==> src/rtl/ro_meas_sequencer.sv <==
// ro_meas_sequencer
// Command-driven measurement sequencer for the ring-oscillator temperature
// sensor. Each sample clears the edge counter, opens a GATE_CYCLES-long
// oscillator window, waits out the counter synchronizer, and accumulates the
// count. After 2^LOG2_AVG samples the truncated average is published on
// result and sent over the UART as two bytes, low byte first.
//
// Ports:
//   clk          system clock
//   reset        asynchronous, active-low reset
//   rx_ready     one-cycle pulse, rx_data valid
//   rx_data      command byte: 'M' single burst, 'C' continuous, 'S' stop
//   count        edge counter value, already synchronized to clk
//   tx_busy      UART transmitter busy
//   osc_en       enables ring oscillator and counter
//   cnt_clr      one-cycle synchronous counter clear
//   tx_start     one-cycle UART send request
//   tx_data      byte to send, held until the next tx_start
//   result       latest average
//   result_valid one-cycle pulse when result is updated
//   busy         high whenever the FSM is not IDLE
//   fsm_state    current FSM state encoding, for observation
//
// Handshakes: rx_ready qualifies rx_data for exactly one cycle. tx_start is a
// one-cycle request issued only when tx_busy is low; the transmitter raises
// tx_busy within one cycle of tx_start, so the cycle right after a request
// ignores tx_busy and the byte is considered done once tx_busy falls.
module ro_meas_sequencer #(
  parameter int GATE_CYCLES = 1000,
  parameter int LOG2_AVG    = 3,
  parameter int CW          = 16
) (
  input  logic          clk,
  input  logic          reset,
  input  logic          rx_ready,
  input  logic [7:0]    rx_data,
  input  logic [CW-1:0] count,
  input  logic          tx_busy,
  output logic          osc_en,
  output logic          cnt_clr,
  output logic          tx_start,
  output logic [7:0]    tx_data,
  output logic [CW-1:0] result,
  output logic          result_valid,
  output logic          busy,
  output logic [3:0]    fsm_state
);

  localparam int AW = CW + LOG2_AVG;
  localparam logic [7:0]  LAST_IDX  = 8'((1 << LOG2_AVG) - 1);
  localparam logic [15:0] GATE_LOAD = 16'(GATE_CYCLES - 1);

  typedef enum logic [3:0] {
    S_IDLE    = 4'd0,
    S_CLEAR   = 4'd1,
    S_GATE    = 4'd2,
    S_HOLD    = 4'd3,
    S_SAMPLE  = 4'd4,
    S_DONE    = 4'd5,
    S_TX_LO   = 4'd6,
    S_WAIT_LO = 4'd7,
    S_TX_HI   = 4'd8,
    S_WAIT_HI = 4'd9
  } state_t;

  state_t        state;
  logic          cont;
  logic          first;
  logic [15:0]   timer;
  logic [7:0]    idx;
  logic [AW-1:0] acc;
  logic [AW-1:0] sum;
  logic [15:0]   res_ext;
  logic          cmd_m;
  logic          cmd_c;
  logic          cmd_s;

  assign cmd_m     = rx_ready && (rx_data == 8'h4D);
  assign cmd_c     = rx_ready && (rx_data == 8'h43);
  assign cmd_s     = rx_ready && (rx_data == 8'h53);
  assign sum       = acc + AW'(count);
  assign res_ext   = 16'(result);
  assign busy      = (state != S_IDLE);
  assign fsm_state = state;

  always_ff @(posedge clk or negedge reset) begin
    if (!reset) begin
      state        <= S_IDLE;
      cont         <= 1'b0;
      first        <= 1'b0;
      timer        <= '0;
      idx          <= '0;
      acc          <= '0;
      osc_en       <= 1'b0;
      cnt_clr      <= 1'b0;
      tx_start     <= 1'b0;
      tx_data      <= '0;
      result       <= '0;
      result_valid <= 1'b0;
    end else begin
      cnt_clr      <= 1'b0;
      tx_start     <= 1'b0;
      result_valid <= 1'b0;
      if (cmd_s) cont <= 1'b0;

      case (state)
        S_IDLE: begin
          if (cmd_m || cmd_c) begin
            state   <= S_CLEAR;
            cnt_clr <= 1'b1;
            if (cmd_c) cont <= 1'b1;
          end
        end
        S_CLEAR: begin
          osc_en <= 1'b1;
          timer  <= GATE_LOAD;
          state  <= S_GATE;
        end
        S_GATE: begin
          if (timer == 16'd0) begin
            osc_en <= 1'b0;
            timer  <= 16'd1;  // two HOLD cycles
            state  <= S_HOLD;
          end else begin
            timer <= timer - 16'd1;
          end
        end
        S_HOLD: begin
          if (timer == 16'd0) state <= S_SAMPLE;
          else timer <= timer - 16'd1;
        end
        S_SAMPLE: begin
          // The average is computed here so that result is already updated
          // during the DONE cycle, alongside result_valid.
          if (idx == LAST_IDX) begin
            result       <= CW'(sum >> LOG2_AVG);
            result_valid <= 1'b1;
            acc          <= '0;
            idx          <= '0;
            state        <= S_DONE;
          end else begin
            acc     <= sum;
            idx     <= idx + 8'd1;
            cnt_clr <= 1'b1;
            state   <= S_CLEAR;
          end
        end
        S_DONE: state <= S_TX_LO;
        S_TX_LO: begin
          if (!tx_busy) begin
            tx_start <= 1'b1;
            tx_data  <= result[7:0];
            first    <= 1'b1;
            state    <= S_WAIT_LO;
          end
        end
        S_WAIT_LO: begin
          if (first) first <= 1'b0;
          else if (!tx_busy) state <= S_TX_HI;
        end
        S_TX_HI: begin
          if (!tx_busy) begin
            tx_start <= 1'b1;
            tx_data  <= res_ext[15:8];
            first    <= 1'b1;
            state    <= S_WAIT_HI;
          end
        end
        S_WAIT_HI: begin
          if (first) begin
            first <= 1'b0;
          end else if (!tx_busy) begin
            // A stop arriving on this very cycle still wins over cont.
            if (cont && !cmd_s) begin
              cnt_clr <= 1'b1;
              state   <= S_CLEAR;
            end else begin
              state <= S_IDLE;
            end
          end
        end
        default: state <= S_IDLE;
      endcase
    end
  end

endmodule

==> config.mk <==
export PLATFORM = sky130hd
export DESIGN_NAME = ro_meas_sequencer
export DESIGN_NICKNAME = d
export VERILOG_FILES = /design/src/rtl/ro_meas_sequencer.sv
export SDC_FILE = /design/constraint.sdc
export NUM_CORES = 1
export LEC_CHECK = 0
export CORE_UTILIZATION = 59
export CTS_BUF_LIST = sky130_fd_sc_hd__clkbuf_4 sky130_fd_sc_hd__clkbuf_8 sky130_fd_sc_hd__clkbuf_16
export DETAILED_ROUTE_END_ITERATION = 8
export PLACE_DENSITY = 0.95
export RECOVER_POWER = 25
export REMOVE_ABC_BUFFERS = 1
export SYNTH_ARGS = -nofsm -noshare
export SYNTH_HDL_FRONTEND = slang
export SYNTH_SLANG_ARGS = --single-unit
==> constraint.sdc <==
create_clock -name clk -period 6.1 [get_ports clk]
set_input_delay 0.915 -clock clk [delete_from_list [all_inputs] [get_ports clk]]
set_output_delay 0.915 -clock clk [all_outputs]
set_load 0.005 [all_outputs]
Word-level counts from Yosys, hierarchy flattened --
Index checks and enable logic that the tools add are counted.
Storage, ports and cells: logic and storage cells 98, input bits 28, bits in registers 77
Operators by class: reductions and logical operators 21, equality and inequality tests 24, mux-type cells 38, add/sub/neg operators 3
Operators with widths (number):
- $pmux W16 S3 | 1
- $pmux W4 S10 | 1
- $mux W4 | 9
- $mux W16 | 2
- $eq A8 B7 Y1 const B | 3
- $mux W8 | 3
- $ne A2 B2 Y1 const B | 11
- $add A19 B16 Y19 | 1
- $mux W19 | 1
- $eq A4 B3 Y1 const B | 4
- $logic_not A16 Y1 | 1
- $mux W1 | 16
- $pmux W8 S2 | 1
- $sub A16 B1 Y16 const B | 1
- $reduce_and A9 Y1 | 1
- $add A8 B1 Y8 const B | 1
- $eq A4 B2 Y1 const B | 2
- $eq A4 B4 Y1 const B | 2
- $eq A8 B3 Y1 const B | 1
- $reduce_and A2 Y1 | 4
- $reduce_bool A2 Y1 | 3
- $eq A4 B1 Y1 const B | 1
- $logic_and A1 B1 Y1 | 4
- $logic_not A4 Y1 | 1
- other kinds (9) | 11

Longest topological paths before layout --
Gate-level depths: netlist of the first run.
depth in word-level cells 8, mapped depth 9, gate-level depth less buffers 8

Worst setup path before layout of the first run --
OpenSTA, ideal clock, no wires.
path kind input port to flip-flop, start input port count[11], end register acc[15], stages 8, path slack 3237 ps, data required time 5978 ps, library setup time 122 ps, arrival 2741 ps, cell sequence ha_1 -> clkbuf_1 -> a21oi_1 -> nand2_1 -> a221o_1 -> o211a_1 -> or3_1 -> a32o_1
Between the ends: word-level cells in the longest chain between the ends 2
RTL lines:
- start, declared | RTL line 37 | input logic [CW-1:0] count,
- $add A19 B16 Y19 | RTL line 81 | assign sum = acc + AW'(count);
- $mux W19 | RTL line 135 | if (idx == LAST_IDX) begin
- end signal, assigned | RTL line 142 | acc <= sum;
- end, declared | RTL line 71 | logic [AW-1:0] acc;
No other way between the ends. A chain may end at the register's enable or synchronous reset.

Worst setup path in the final report of the first run --
start input port count[4], end register result[14]
Between the ends: word-level cells in the longest chain between the ends 1
RTL lines:
- $add A19 B16 Y19 | RTL line 81
- end signal, assigned | RTL line 136 | result <= CW'(sum >> LOG2_AVG);
- end, declared | RTL line 43 | output logic [CW-1:0] result,
No other way between the ends.

==> results_dict.tcl, run 1 <==
set metrics [dict create \
    status "complete, no violations" \
    fp.dieW_um 88.3 \
    p_per_area_nw_per_um2 419 \
    synth_compound_area_frac 0.205 \
    critPathRequiredTime_ns 6.40 \
    start_util 0.608 \
    numCtsBuffers 9 \
    synthCells 476 \
    dieArea_um2 7790 \
    htree_levels 3 \
    io_buffers 60 \
    clk-insertion-delay-late_ns 0.36 \
    p_leak_nw 2.32 \
    crit_arrival_ns 3.51 \
    crit_family "compound AO/OA/AOI/OAI gates" \
    worstPathCellList "clkdlybuf4s50_1 > ha_1 > o211ai_1 > o211a_1 > nor4b_1 > o21ai_0 > a211o_1 > nand3_1" \
    critical_path_buf_inv_count 1 \
    fin_cells 633 \
    finish.utilization 0.728 \
    ys_ff_latch 77 \
    die_h_um 88.3 \
    avgSynthCellArea_um2 9.22 \
    worst_slew_pin_slew_ns 0.978 \
    hold_viol_final 0 \
    n_antenna_cell 0 \
    routed_via_density 6.28 \
    path_clk_slew_ns 0.07 \
    cts_buffer_depth 2 \
    cp_max_fo 4 \
    period_needed_ns 3.21 \
    synth_top_area_cell "dfrtp_1" \
    min_path_type "reg -> reg" \
    cts.sinks 77 \
    rows 31 \
    place_inst 618 \
    yosys_warnings 0 \
    route.detailed.drc 0 \
    vias 3975 \
    wirelength_mm 11.0 \
    finalNetCount 578 \
    synthSimpleGateAreaFrac 0.202 \
    yosys.area.top_type_share 0.439 \
    period_share 0.527 \
    synth_xor_area_frac 0.0379 \
    cts_resized 0 \
    fill_cells 493 \
    ys_seq_area_frac 0.439 \
    cts_tree "built" \
    cp-start-kind "input port" \
    first_pass_iters 5 \
    cts_root_buffer "clkbuf_8" \
    drt_iter0_drc 251 \
    synth_adder_area_share 0.0587 \
    slew_headroom 0.346 \
    max_stage_delay_ns 0.60 \
    synth_mux_area_frac 0.0311 \
    setup_viol 0 \
    setup_tns_ns 0 \
    fmax_mhz 311 \
    path_class "in -> reg" \
    drive_above_1_share 0.0618 \
    top_level_ports 61 \
    grt_pass1_vias 3916 \
    gr-usage-all-layers 0.303 \
    post-dp-hpwl_mm 7.74 \
    ys.flop_type "dfrtp_1" \
    antenna_found_initial 0 \
    slew_violations 0 \
    async_flop_share 1.00 \
    fp.coreArea_um2 7210 \
    drtAntennaViolNets 0 \
    rsz0062_at_grt "no" \
    cp-end-kind "register" \
    synthesis.area_um2 4390 \
    synth_top_family_by_area "compound AO/OA/AOI/OAI gates" \
    crit_slowest_cell "nor4b_1" \
    grt_pass1_wl_mm 18.1 \
    synth.area.top_cells "dfrtp_1 (44%), nand2_1 (5.9%), o21ai_0 (5.5%)" \
    clock_skew_ns 0.00614 \
    synthDistinctLibCells 62 \
    holdBufCountCts 0 \
    synth_edf_count 0 \
    netlist_top_cells_count "dfrtp_1 (77), nand2_1 (69), o21ai_0 (48)" \
    yosysMostFrequentCell "dfrtp_1" \
    gp_congestion 1.00 \
    postCtsSetupRepairBufs 0 \
    routedWlPerCell_um 17.4 \
    grt_max_degree 78 \
    syn2layout_area_growth_pct 19.6 \
    overflow 0 \
    p_total_w 0.00220 \
    vdd_ir_drop_max_mv 0.257 \
    drv_cap 0 \
]
cells by family (layout without fill, tap and decap cells):
logic type | Yosys count | in the layout
and+or+nand+nor | 177 | 177
AOI/OAI and AO/OA | 140 | 140
DFF | 77 | 77
buffers and inverters | 30 | 88
adders and majority gates | 20 | 20
xor gates and xnor gates | 19 | 19
muxes | 13 | 13
layout by cell type, fill, tap and decap left out, types with 6 or more instances in the layout:
master / instances
nor3_1: 8
or3_1: 6
mux2i_1: 8
o21ai_0: 48
clkbuf_8: 11
dfrtp_1: 77
nor2_1: 30
clkdlybuf4s50_1: 59
a21oi_1: 26
inv_1: 11
o31ai_1: 10
xnor2_1: 13
a21o_1: 6
o211ai_1: 9
nand4_1: 11
xor2_1: 6
nand2_1: 69
nand3_1: 14
a22o_1: 9
ha_1: 19
per-layer routing:
layer	vias to the layer above	part of all wire	routed length, um	track usage
met5	-	0	0	0
li1	1858	-	-	-
met3	32	0.060	665	0.0644
met2	174	0.48	5310	0.499
met4	0	0.027	294	0.114
met1	1911	0.43	4780	0.394
path summary, 6_finish.rpt:
check	endpoint	cells after the start	from	slack, ns
worst max-delay path	result[14]$_DFFE_PN0P_	8	count[4]	2.89
worst min-delay path	tx_data[7]$_DFFE_PN0P_	2	tx_data[7]$_DFFE_PN0P_	0.48
worst max register to register	idx[3]$_DFFE_PN0P_	5	fsm_state[1]$_DFFE_PN0P_	3.08
worst min register to register	tx_data[7]$_DFFE_PN0P_	2	tx_data[7]$_DFFE_PN0P_	0.48
max in group asynchronous	fsm_state[3]$_DFFE_PN0P_	1	reset	4.78
min in group asynchronous	tx_data[3]$_DFFE_PN0P_	1	reset	0.70
worst min-delay path, stage by stage, from the launching register on:
cell	delay, ns
dfrtp_1	0.35
nand2_1	0.05
o21ai_0	0.06
state kept, by name (all words and copies together) (netlist names):
| register | flops |
|---|---|
| acc | 19 |
| cnt_clr | 1 |
| cont | 1 |
| first | 1 |
| fsm_state | 4 |
| idx | 8 |
| osc_en | 1 |
| result | 16 |
| result_valid | 1 |
| timer | 16 |
| tx_data | 8 |
| tx_start | 1 |
cell type report:
cell class	instances	area [um^2]	area share
Tap cell	99	124	0.0236
Sequential cell	77	1930	0.367
Clock buffer	14	174	0.0331
Inverter	12	45.0	0.00858
Clock inverter	1	30.0	0.00572
Timing Repair Buffer	61	606	0.115
Multi-Input combinational cell	369	2340	0.447
report_power, final:
part	internal [W]	total (W)	switching (W)	leakage [nW]
logic	0.000428	0.00101	0.000577	1.28
clock network	0.000223	0.000403	0.000180	0.107
registers	0.000638	0.000790	0.000152	0.929
through the flow:
stage | worst slack (ns) | cell area (um^2) | hold slack [ns]
2_1_floorplan | 3.30 | 4320 | 0.443
3_3_place_gp | 2.80 | 5050 | 0.460
3_5_place_dp | 2.70 | 5050 | 0.473
4_1_cts | 3.00 | 5250 | 0.489
5_1_grt | 2.82 | 5250 | 0.513
6_report | 2.89 | 5250 | 0.485
Power figures use the tool's default switching activity.
==> run 2: changes to the inputs <==
CORE_UTILIZATION = 55   (was 59)
PLACE_DENSITY = 0.91   (was 0.95)
clock period = 3.3 ns   (was 6.1 ns; I/O delays follow)
==> run 2 against run 1 <==
Compared with the run above:
- the flow now finishes with violations (max-capacitance violations, max-slew violations)
- clock power is 94% higher
- cell count increased by 0.95%
- sequential power grew 84%
- first-iteration DRC count grew 71%
- core utilization down 4.4 points
- register-to-register slack worse by 2.5 ns
- combinational power is 82% higher
- critical path depth is the same
- highest routed layer unchanged
==> results_dict.tcl, run 2 (synthesis results as in run 1) <==
set metrics [dict create \
    cts_root_buffer "clkbuf_8" \
    drt_iter0_drc 428 \
    crit_slowest_cell "nor4b_1" \
    period_share 0.820 \
    cp-end-kind "register" \
    fill_cells 564 \
    gr-usage-all-layers 0.272 \
    holdBufCountCts 0 \
    setup_viol 0 \
    dieArea_um2 8340 \
    cts.sinks 77 \
    vdd_ir_drop_max_mv 0.452 \
    worstPathCellList "clkdlybuf4s50_1 > ha_1 > o211ai_1 > o211a_1 > nor4b_1 > o21ai_0 > a211o_1 > nand3_1" \
    fp.dieW_um 91.3 \
    worst_slew_pin_slew_ns 1.88 \
    rows 32 \
    cp_max_fo 4 \
    io_buffers 60 \
    start_util 0.568 \
    violations "max-capacitance violations, max-slew violations" \
    cts_resized 0 \
    period_needed_ns 2.71 \
    cp-start-kind "input port" \
    drv_cap 1 \
    die_h_um 91.3 \
    post-dp-hpwl_mm 7.62 \
    grt_pass1_wl_mm 17.9 \
    wirelength_mm 10.8 \
    max_stage_delay_ns 0.54 \
    overflow 0 \
    n_antenna_cell 0 \
    antenna_found_initial 0 \
    final_cell_mix "dfrtp_1 (77), nand2_1 (69), clkdlybuf4s50_1 (59)" \
    cts_tree "built" \
    clock_skew_ns 0.0102 \
    rsz0062_at_grt "no" \
    min_path_type "reg -> reg" \
    reg_top3 "acc x19, result x16, timer x16" \
    gp_congestion 0.914 \
    postCtsSetupRepairBufs 0 \
    routedWlPerCell_um 16.8 \
    grt_pass1_vias 3744 \
    cts_buffer_depth 2 \
    drtAntennaViolNets 0 \
    largest_reg_flops 19 \
    worst_hold_slack_ns 0.481 \
    top_level_ports 61 \
    vias 3946 \
    critPathRequiredTime_ns 3.58 \
    slew_headroom -0.253 \
    p_per_area_nw_per_um2 769 \
    top_register "acc" \
    finalNetCount 581 \
    crit_arrival_ns 2.99 \
    grt_max_degree 78 \
    numCtsBuffers 9 \
    fp.coreArea_um2 7730 \
    drive_above_1_share 0.0670 \
    hold_viol_final 0 \
    slew_violations 78 \
    htree_levels 3 \
    syn2layout_area_growth_pct 20.4 \
    routed_via_density 6.18 \
    p_leak_nw 2.34 \
    route.detailed.drc 0 \
    layout_commonest_cell "dfrtp_1" \
    status "finished, violations left" \
    path_clk_slew_ns 0.08 \
    setup_tns_ns 0 \
    first_pass_iters 5 \
    fmax_mhz 370 \
    path_class "in -> reg" \
    clk-insertion-delay-late_ns 0.36 \
]
## run 2: changes by cell type in the layout (fill, tap and decap cells not counted)
cell	delta
buf_4	+2
clkinv_2	+3
bufinv_16	+1
clkbuf_2	+1
clkbuf_8	-1
clkbuf_4	-3
## run 2: layout make-up
cell class / instances / area [um^2] / area share
tap: 102 / 128 / 0.0242
inverter: 12 / 45.0 / 0.00853
clock inverter: 5 / 75.1 / 0.0142
sequential: 77 / 1930 / 0.365
multi-input combinational: 369 / 2340 / 0.444
clock buffer: 10 / 138 / 0.0261
timing repair buffer: 64 / 626 / 0.118
## run 2: path summary, 6_finish.rpt
path / start / end / slack [ns] / cells after the start
max reg2reg: timer[11]$_DFFE_PN0P_ / fsm_state[1]$_DFFE_PN0P_ / 0.61 / 6
max: count[4] / result[14]$_DFFE_PN0P_ / 0.59 / 8
min reg2reg: tx_data[0]$_DFFE_PN0P_ / tx_data[0]$_DFFE_PN0P_ / 0.48 / 2
min in group asynchronous: reset / timer[3]$_DFFE_PN0P_ / 0.64 / 1
max in group asynchronous: reset / acc[10]$_DFFE_PN0P_ / 1.54 / 1
min: tx_data[0]$_DFFE_PN0P_ / tx_data[0]$_DFFE_PN0P_ / 0.48 / 2
## run 2: power by group
| group | leakage, nW | internal, W | total (W) | switching, W |
|---|---|---|---|---|
| sequential | 0.929 | 0.00118 | 0.00145 | 0.000270 |
| clock | 0.112 | 0.000438 | 0.000780 | 0.000342 |
| combinational | 1.30 | 0.000792 | 0.00184 | 0.00104 |
## run 2: critical path: cells and delay by family
kind            cells  cell delay (ns)
compound gates      4             1.09
simple gates        2             0.64
fa+ha+maj           1             0.35
buf+inv             1             0.40
## run 2: metrics by stage
stage / util / power, W / instance area [um^2] / setup slack, ns / std cells
after floorplan: - / 0.00263 / 4320 / 0.917 / 458
after global placement: 0.656 / 0.00315 / 5070 / 0.404 / 624
after detailed placement: 0.656 / 0.00325 / 5070 / 0.300 / 624
after CTS: 0.684 / 0.00404 / 5290 / 0.653 / 639
after global routing: 0.684 / 0.00435 / 5280 / 0.402 / 639
final: 0.684 / 0.00406 / 5280 / 0.594 / 639
## run 2: per-layer routing
layer	track usage	routed length, um	up-vias
li1	-	-	1859
met1	0.367	4710	1885
met2	0.434	5080	168
met3	0.0544	706	34
met4	0.101	269	0
met5	0	0	-
